`src/rtl/bnn_seq_pkg.sv`:
```
// Shared types and sizing helpers for the binary-neural-network layer sequencer.
package bnn_seq_pkg;

  typedef enum logic [1:0] {
    S_IDLE   = 2'd0,
    S_FETCH  = 2'd1,
    S_DECIDE = 2'd2,
    S_DONE   = 2'd3
  } state_t;

  // Accumulator must hold every value 0..n inclusive.
  function automatic int acc_width(input int n);
    return $clog2(n + 1);
  endfunction

  // Counter/address width that never collapses to zero bits.
  function automatic int clog2_min1(input int n);
    return (n <= 2) ? 1 : $clog2(n);
  endfunction

endpackage

```
`src/rtl/bnn_layer_seq_xnor_popcnt.sv`:
```
// Combinational XNOR + popcount over one weight chunk.
module xnor_popcnt #(
  parameter  int CHUNK = 8,
  localparam int PW    = $clog2(CHUNK + 1)
) (
  input  logic [CHUNK-1:0] a,
  input  logic [CHUNK-1:0] b,
  output logic [PW-1:0]    cnt
);

  // Count positions where activation and weight agree.
  always_comb begin
    cnt = '0;
    for (int i = 0; i < CHUNK; i++) begin
      cnt = cnt + PW'(~(a[i] ^ b[i]));
    end
  end

endmodule

```
`src/rtl/bnn_layer_seq.sv`:
```
// Sequential binary neural-network layer: evaluates NNEURON neurons of an
// N-bit XNOR/popcount dot product, one CHUNK-bit weight chunk per accepted
// w_valid, using a single shared popcount unit.
// Optional build macro: BNN_THRESH_EN adds a per-run programmable threshold
// port (thr); without it the threshold is fixed at N (majority of bits).
//
// state  | meaning
// IDLE   | waiting for start; out_vec holds last run's results
// FETCH  | requesting weight chunk at w_addr, accumulating on w_valid
// DECIDE | compare 2*acc against threshold, emit neuron result
// DONE   | one-cycle end-of-run pulse
module bnn_layer_seq
  import bnn_seq_pkg::*;
#(
  parameter  int CHUNK   = 8,
  parameter  int NCHUNK  = 4,
  parameter  int NNEURON = 4,
  localparam int N       = CHUNK * NCHUNK,
  localparam int AW      = acc_width(N),
  localparam int TW      = AW + 1,
  localparam int ADRW    = clog2_min1(NNEURON * NCHUNK),
  localparam int NW      = clog2_min1(NNEURON),
  localparam int CKW     = clog2_min1(NCHUNK),
  localparam int PW      = $clog2(CHUNK + 1)
) (
  input  logic               clk,
  input  logic               rst,
  input  logic               start,
  input  logic [N-1:0]       act_vec,
`ifdef BNN_THRESH_EN
  input  logic [TW-1:0]      thr,
`endif
  output logic               w_req,
  output logic [ADRW-1:0]    w_addr,
  input  logic               w_valid,
  input  logic [CHUNK-1:0]   w_data,
  output logic               o_valid,
  output logic [NW-1:0]      o_idx,
  output logic               o_bit,
  output logic [NNEURON-1:0] out_vec,
  output logic               busy,
  output logic               done
);

  state_t           state_q, state_d;
  logic [N-1:0]     act_q;
  logic [NW-1:0]    neuron_q;
  logic [CKW-1:0]   chunk_q;
  logic [AW-1:0]    acc_q;
  logic [CHUNK-1:0] act_chunk;
  logic [PW-1:0]    pc;
  logic [AW-1:0]    acc_sum;
  logic [TW-1:0]    thr_eff;
  logic             dec_bit;
  logic             last_chunk;
  logic             last_neuron;

`ifdef BNN_THRESH_EN
  logic [TW-1:0] thr_q;

  // Threshold is captured with the activation so it cannot change mid-run.
  always_ff @(posedge clk or negedge rst) begin
    if (!rst) begin
      thr_q <= '0;
    end else if (state_q == S_IDLE && start) begin
      thr_q <= thr;
    end
  end

  assign thr_eff = thr_q;
`else
  assign thr_eff = TW'(N);
`endif

  assign act_chunk   = act_q[chunk_q*CHUNK +: CHUNK];
  assign last_chunk  = (chunk_q == CKW'(NCHUNK - 1));
  assign last_neuron = (neuron_q == NW'(NNEURON - 1));
  assign acc_sum     = acc_q + AW'(pc);
  // 2*acc is formed by a left shift into the extra bit, so it cannot overflow.
  assign dec_bit     = ({acc_q, 1'b0} >= thr_eff);

  assign w_addr = ADRW'(neuron_q) * ADRW'(NCHUNK) + ADRW'(chunk_q);
  assign w_req  = (state_q == S_FETCH);
  assign busy   = (state_q != S_IDLE);
  assign done   = (state_q == S_DONE);

  xnor_popcnt #(.CHUNK(CHUNK)) u_pop (
    .a   (act_chunk),
    .b   (w_data),
    .cnt (pc)
  );

  // State register.
  always_ff @(posedge clk or negedge rst) begin
    if (!rst) begin
      state_q <= S_IDLE;
    end else begin
      state_q <= state_d;
    end
  end

  // Next-state logic.
  always_comb begin
    state_d = state_q;
    case (state_q)
      S_IDLE:   if (start) state_d = S_FETCH;
      S_FETCH:  if (w_valid && last_chunk) state_d = S_DECIDE;
      S_DECIDE: state_d = last_neuron ? S_DONE : S_FETCH;
      S_DONE:   state_d = S_IDLE;
      default:  state_d = S_IDLE;
    endcase
  end

  // Counters, accumulator and registered result outputs.
  always_ff @(posedge clk or negedge rst) begin
    if (!rst) begin
      act_q    <= '0;
      neuron_q <= '0;
      chunk_q  <= '0;
      acc_q    <= '0;
      out_vec  <= '0;
      o_valid  <= 1'b0;
      o_bit    <= 1'b0;
      o_idx    <= '0;
    end else begin
      o_valid <= 1'b0;
      case (state_q)
        S_IDLE: begin
          if (start) begin
            act_q    <= act_vec;
            neuron_q <= '0;
            chunk_q  <= '0;
            acc_q    <= '0;
            out_vec  <= '0;
          end
        end
        S_FETCH: begin
          if (w_valid) begin
            acc_q   <= acc_sum;
            chunk_q <= last_chunk ? '0 : chunk_q + 1'b1;
          end
        end
        S_DECIDE: begin
          o_valid           <= 1'b1;
          o_bit             <= dec_bit;
          o_idx             <= neuron_q;
          out_vec[neuron_q] <= dec_bit;
          acc_q             <= '0;
          if (!last_neuron) neuron_q <= neuron_q + 1'b1;
        end
        default: ;
      endcase
    end
  end

endmodule

```
`config.mk`:
```
export PLATFORM = sky130hd
export DESIGN_NAME = bnn_layer_seq
export DESIGN_NICKNAME = d
export VERILOG_FILES = /design/src/rtl/bnn_seq_pkg.sv /design/src/rtl/bnn_layer_seq_xnor_popcnt.sv /design/src/rtl/bnn_layer_seq.sv
export SDC_FILE = /design/constraint.sdc
export NUM_CORES = 1
export LEC_CHECK = 0
export BUFFER_PORTS_ARGS = -buffer_cell sky130_fd_sc_hd__buf_2
export CORE_MARGIN = 1.5
export CORE_UTILIZATION = 50
export CTS_CLUSTER_DIAMETER = 200
export CTS_CLUSTER_SIZE = 28
export DETAILED_ROUTE_END_ITERATION = 16
export PLACE_DENSITY = 0.76
export SLEW_MARGIN = 5
export SYNTH_ARGS = -nofsm -noshare
export SYNTH_HDL_FRONTEND = slang
export SYNTH_SLANG_ARGS = --single-unit
```
`constraint.sdc`:
```
create_clock -name clk -period 13.6 [get_ports clk]
set_input_delay 2.04 -clock clk [delete_from_list [all_inputs] [get_ports clk]]
set_output_delay 2.04 -clock clk [all_outputs]
set_load 0.02 [all_outputs]
```
==> results.md, run 1 <==
* Count leader, synth: nand2_1
* DRT Wirelength at 5.45 mm
* Setup violators final at 0
* Clock transition at path regs at 0.09 ns
* Top FF cell, synth: dfrtp_1
* # Post-CTS Setup Buffers at 0
* Critical-path top delay cell: fa_1
* Routed wire per std cell at 13.7 microns
* Starting Density at 52.9%
* Initial DRC Count at 113
* DP HPWL at 3.94 mm
* Largest net degree at the start of global routing at 53
* Mean Syn Cell Area at 10.1 sq um
* Reg2Reg Launch Point: chunk_q[0]
* Crit path max-delay family: adder cells
* Final worst path period need at 5.53 ns
* Final GP Congestion at 0.755
* First-pass GRT wire length at 9.48 mm
* Synth area leader: dfrtp_1
* Die height at 77.2 microns
* Final net count at 390
* Vias in the first global route at 2107
* Critical Path Max Stage Delay at 0.55 ns
* Fin crit share at 40.7%
* Sequential area share after synthesis at 47.3%
* Share of layout cells above drive strength 1 at 24.3%
* Worst path required time at 13.83 ns
* Fmax at 181 MHz
* Port Buf Inserts at 58
* Cell Chain, Critical Path: buf_2, xnor2_1, fa_1, inv_1, fa_1, fa_1, inv_1, ha_1, fa_1, inv_1, fa_1, nand2b_1, a211oi_2, mux2i_1
* Synthesized netlist net count at 334
* Multi-input combinational cell area at 0.00132 sq mm
* Fill cells at 473
* Post-synth top cells: nand2_1 (106), dfrtp_1 (52), ha_1 (12), inv_1 (11), o21ai_0 (7)
* Synth cell types at 42
* Post-synth EDFFs at 0
* CP bufs+invs at 4
* H-tree Lvls at 2
* Setup_tns at 0 ns
* P&R area growth vs syn at 14.6%
* Total die area at 0.00596 sq mm
* Seq cells post-synth at 52
* Max cap viols at 0
* CP most frequent cell: fa_1
* Skew-Pair Late Insertion Delay at 0.30 ns
* Startpoint types: input pin
* Core footprint at 0.00520 sq mm
* GRT Residual Overflow at 0
* Pins Over Slew Limit at 0
* R2R Setup Slk at 8.52 ns
* Final Cell Area at 0.00315 sq mm
* Vias per cell at 5.13
* WP data arrival at 5.77 ns
* RSZ-0062 raised after global routing: false
* Die width at 77.2 microns
* CTS Buf Count at 5
* Post-synth top area share at 47.3%
* DRT Pass-1 Iters at 4
* DR DRC count at 0
* Initial antenna violation count at 0
* CTS tree: done
* Dpl cell area at 0.00307 sq mm
* Final Skew at 0.00570 ns
* I/O pin total at 59
* Clk Tree Root Cell: clkbuf_8
* Vias at 2048
* # rows at 26
* Number of antenna cells inserted at 0
* CTS resizes at 0
* Setup CP Type: input pin to flip-flop
* Synth warn at 0
* Synth async-reset ratio at 100%
* Synth Instances at 273
* Max clock buf depth at 2
* ANT nets after route at 0
* Worst Hold Launch: act_q[7]
* Final Hold Vio Count at 0
* Worst Tran Pin Value at 0.659 ns
* Reg area at 0.00130 sq mm
* TritonCTS Sinks at 52
* Worst hold path class: flip-flop to flip-flop
* CP Launch Point: w_data[0]
* Post-CTS Hold Fix Bufs at 0
* Crit path max fanout at 2
* Gr usage total at 20.4%
* Status: finished clean
* Slew HR at 56.1%
* Mapped Area at 0.00275 sq mm
* CP endpoint kind: flip-flop
* Most area-consuming cells after synthesis: dfrtp_1 (47%), nand2_1 (14%), ha_1 (5.5%)
==> logic make-up (layout without fill, tap and decap cells) <==
group | count (synthesis) | count (layout) | share of synthesized area [%]
and+or+nand+nor | 137 | 137 | 21.6
DFF | 52 | 52 | 47.3
AOI/OAI and AO/OA | 24 | 24 | 6.37
buffers and inverters | 23 | 79 | 4.82
adders and majority gates | 17 | 17 | 9.10
muxes | 11 | 11 | 7.96
xor gates and xnor gates | 9 | 9 | 2.86
==> layer usage <==
| layer | track usage, % | part of all wire (%) |
|---|---|---|
| met1 | 26.1 | 45 |
| met2 | 34.6 | 50 |
| met3 | 3.93 | 3.5 |
| met4 | 6.73 | 1.1 |
| met5 | 0 | 0 |
==> worst paths after layout <==
check	end	depth (start not counted)
setup / recovery	acc_q[4]	14
hold / removal	act_q[7]	2
setup reg to reg	acc_q[4]	14
hold reg to reg	act_q[7]	2
max in group asynchronous	act_q[26]	2
min in group asynchronous	out_vec[0]	2
==> state kept, by name, summed over array words and instances (netlist names) <==
| register | flops |
|---|---|
| o_bit | 1 |
| acc_q | 6 |
| out_vec | 4 |
| o_valid | 1 |
| state_q | 2 |
| neuron_q | 2 |
| o_idx | 2 |
| chunk_q | 2 |
| act_q | 32 |
==> layout by cell type, fill, tap and decap left out, types with 4 or more instances in the layout <==
master / Yosys / final
nand2_1: 106 / 106
xnor2_1: 4 / 4
xor2_1: 5 / 5
a22o_1: 4 / 4
buf_2: 5 / 58
o21ai_0: 7 / 7
nor2_1: 6 / 6
ha_1: 12 / 12
mux4_2: 6 / 6
nand3_1: 4 / 4
nand3b_1: 5 / 5
dfrtp_1: 52 / 52
fa_1: 5 / 5
inv_1: 11 / 11
clkbuf_8: 0 / 5
==> worst min-delay path, stage by stage (launching register included) <==
cell	delay (ns)
dfrtp_1	0.35
nand2_1	0.05
nand2_1	0.05
==> final cells by class <==
class,instances,share of cell area [%]
inverter,11,1.31
clock buffer,5,2.18
multi-input combinational,198,42.0
clock inverter,2,0.516
timing repair buffer,61,9.92
tap,70,2.78
sequential,52,41.3
==> stage by stage <==
step / util, % / std cells / hold slack [ns] / setup WS, ns
global placement: 58.9 / 392 / 0.451 / 7.81
detailed placement: 58.9 / 392 / 0.455 / 7.73
global route: 60.6 / 399 / 0.504 / 7.94
CTS: 60.6 / 399 / 0.479 / 8.05
finish: 60.6 / 399 / 0.473 / 8.07
floorplan: - / 273 / 0.437 / 8.01
Power of run 1 is left out: the tool's default activity adds up to more than one toggle a clock period on the data nets, which glitch-free logic cannot reach.
==> inputs of run 2 (changes only) <==
--- a/config.mk
+++ b/config.mk
@@ -7,11 +7,11 @@
 export LEC_CHECK = 0
 export BUFFER_PORTS_ARGS = -buffer_cell sky130_fd_sc_hd__buf_2
 export CORE_MARGIN = 1.5
-export CORE_UTILIZATION = 50
+export CORE_UTILIZATION = 49
 export CTS_CLUSTER_DIAMETER = 200
 export CTS_CLUSTER_SIZE = 28
 export DETAILED_ROUTE_END_ITERATION = 16
-export PLACE_DENSITY = 0.76
+export PLACE_DENSITY = 0.78
 export SLEW_MARGIN = 5
 export SYNTH_ARGS = -nofsm -noshare
 export SYNTH_HDL_FRONTEND = slang
==> constraint.sdc (replaced) <==
create_clock -name clk -period 4.6 [get_ports clk]
set_input_delay 0.69 -clock clk [delete_from_list [all_inputs] [get_ports clk]]
set_output_delay 0.69 -clock clk [all_outputs]
set_load 0.02 [all_outputs]
==> run 2 against run 1 <==
Compared with the run above:
- first-iteration DRC count shrank 22%
- non-clock buffer count increased by 7
- die area rose by 2.0%
- worst hold slack better by 0.00055 ns
- utilization fell by 0.68 points
- critical path type is now flip-flop to flip-flop
==> results.md, run 2 (synthesis results as in run 1) <==
* DR DRC count at 0
* First-pass GRT wire length at 9.35 mm
* CTS tree: done
* Most flops, register: act_q
* Most common cell after layout, fill and taps aside: nand2_1
* R2R Setup Slk at 0.005 ns
* RSZ-0062 raised after global routing: true
* Setup CP Type: flip-flop to flip-flop
* Starting Density at 50.3%
* Largest net degree at the start of global routing at 53
* Routed wire per std cell at 13.6 microns
* Dpl cell area at 0.00311 sq mm
* Setup violators final at 0
* Max cap viols at 0
* Final Cell Area at 0.00328 sq mm
* Clock transition at path regs at 0.09 ns
* Total die area at 0.00607 sq mm
* Fill cells at 493
* CTS Buf Count at 5
* Vias in the first global route at 2018
* Skew-Pair Late Insertion Delay at 0.30 ns
* Hold Crit Depth at 2
* Worst path required time at 4.79 ns
* Vias per cell at 5.05
* Vias at 2064
* Worst Tran Pin Value at 0.651 ns
* Status: finished clean
* Share of layout cells above drive strength 1 at 29.1%
* Final net count at 397
* Final GP Congestion at 0.729
* WP data arrival at 4.78 ns
* Die width at 77.9 microns
* Fmax at 218 MHz
* Initial DRC Count at 88
* Commonest non-fill, non-tap cells in the layout: nand2_1 (106), buf_2 (58), dfrtp_1 (51)
* GRT Residual Overflow at 0
* I/O pin total at 59
* Multi-input combinational cell area at 0.00139 sq mm
* CP endpoint kind: flip-flop
* Number of antenna cells inserted at 0
* Reg area at 0.00130 sq mm
* DRT Pass-1 Iters at 4
* Initial antenna violation count at 0
* Pins Over Slew Limit at 0
* Final Skew at 0.00412 ns
* Gr usage total at 19.9%
* Dpl cells at 397
* Slew HR at 56.6%
* Fin crit share at 99.9%
* Reg2Reg Depth at 14
* Final Hold Vio Count at 0
* # rows at 27
* Worst hold path class: flip-flop to flip-flop
* Crit path max fanout at 4
* DRT Wirelength at 5.56 mm
* Startpoint types: flip-flop
* Final core utilization at 59.9%
* P&R area growth vs syn at 19.1%
* Max clock buf depth at 2
* H-tree Lvls at 2
* ANT nets after route at 0
* Max reg flops at 32
* Final worst path period need at 4.60 ns
* TritonCTS Sinks at 52
* Die height at 77.9 microns
* Core footprint at 0.00547 sq mm
* Largest registers: act_q: 32 flops, acc_q: 6 flops, out_vec: 4 flops
* DP HPWL at 4.08 mm
* Clk Tree Root Cell: clkbuf_8
* Layout Cells excl Fill at 409
* Port Buf Inserts at 58
==> run 2: cell type report <==
cell class | count | area share, %
repair buffers | 68 | 11.1
clock buffers | 8 | 2.75
multi-input cells | 198 | 42.3
inverters | 11 | 1.26
flip-flops and latches | 52 | 39.7
well taps | 72 | 2.75
==> run 2: path summary, 6_finish.rpt <==
| kind | startpoint | endpoint |
|---|---|---|
| max | chunk_q[0] | acc_q[5] |
| min | act_q[6] | act_q[6] |
| max reg2reg | chunk_q[0] | acc_q[5] |
| min reg2reg | act_q[6] | act_q[6] |
| max in group asynchronous | rst | chunk_q[0] |
| min in group asynchronous | rst | out_vec[0] |
==> run 2: timing repair <==
item / 4_1_cts / 5_1_grt
endpoints found under the setup margin: 0 / 3
resized for setup: 0 / 9
hold buffers: 0 / 0
buffers inserted: 0 / 4
==> run 2: per-layer routing <==
metal | wire length (microns) | track usage, % | up-vias
li1 | - | - | 1017
met1 | 2510 | 26.6 | 993
met2 | 2770 | 32.9 | 46
met3 | 189 | 4.00 | 8
met4 | 87 | 5.89 | 0
met5 | 0 | 0 | -
==> run 2: through the flow <==
stage	TNS, ns	hold WS, ns	setup slack, ns
after floorplan	0	0.394	0.0494
after global placement	0	0.452	0.172
after detailed placement	0	0.456	0.0297
final	0	0.474	0.00478
after global routing	-0.325	0.500	-0.118
after CTS	0	0.477	0.00364
==> run 2: critical path, stage by stage (launching register included) <==
cell,delay [ns]
dfrtp_2,0.43
mux4_2,0.55
xnor2_2,0.17
fa_1,0.55
inv_2,0.04
fa_1,0.50
fa_1,0.53
inv_1,0.05
ha_2,0.19
fa_2,0.33
xor2_1,0.15
ha_1,0.37
o21a_1,0.23
a211oi_1,0.33
nor4_2,0.06
Power of run 2 is left out for the same reason.
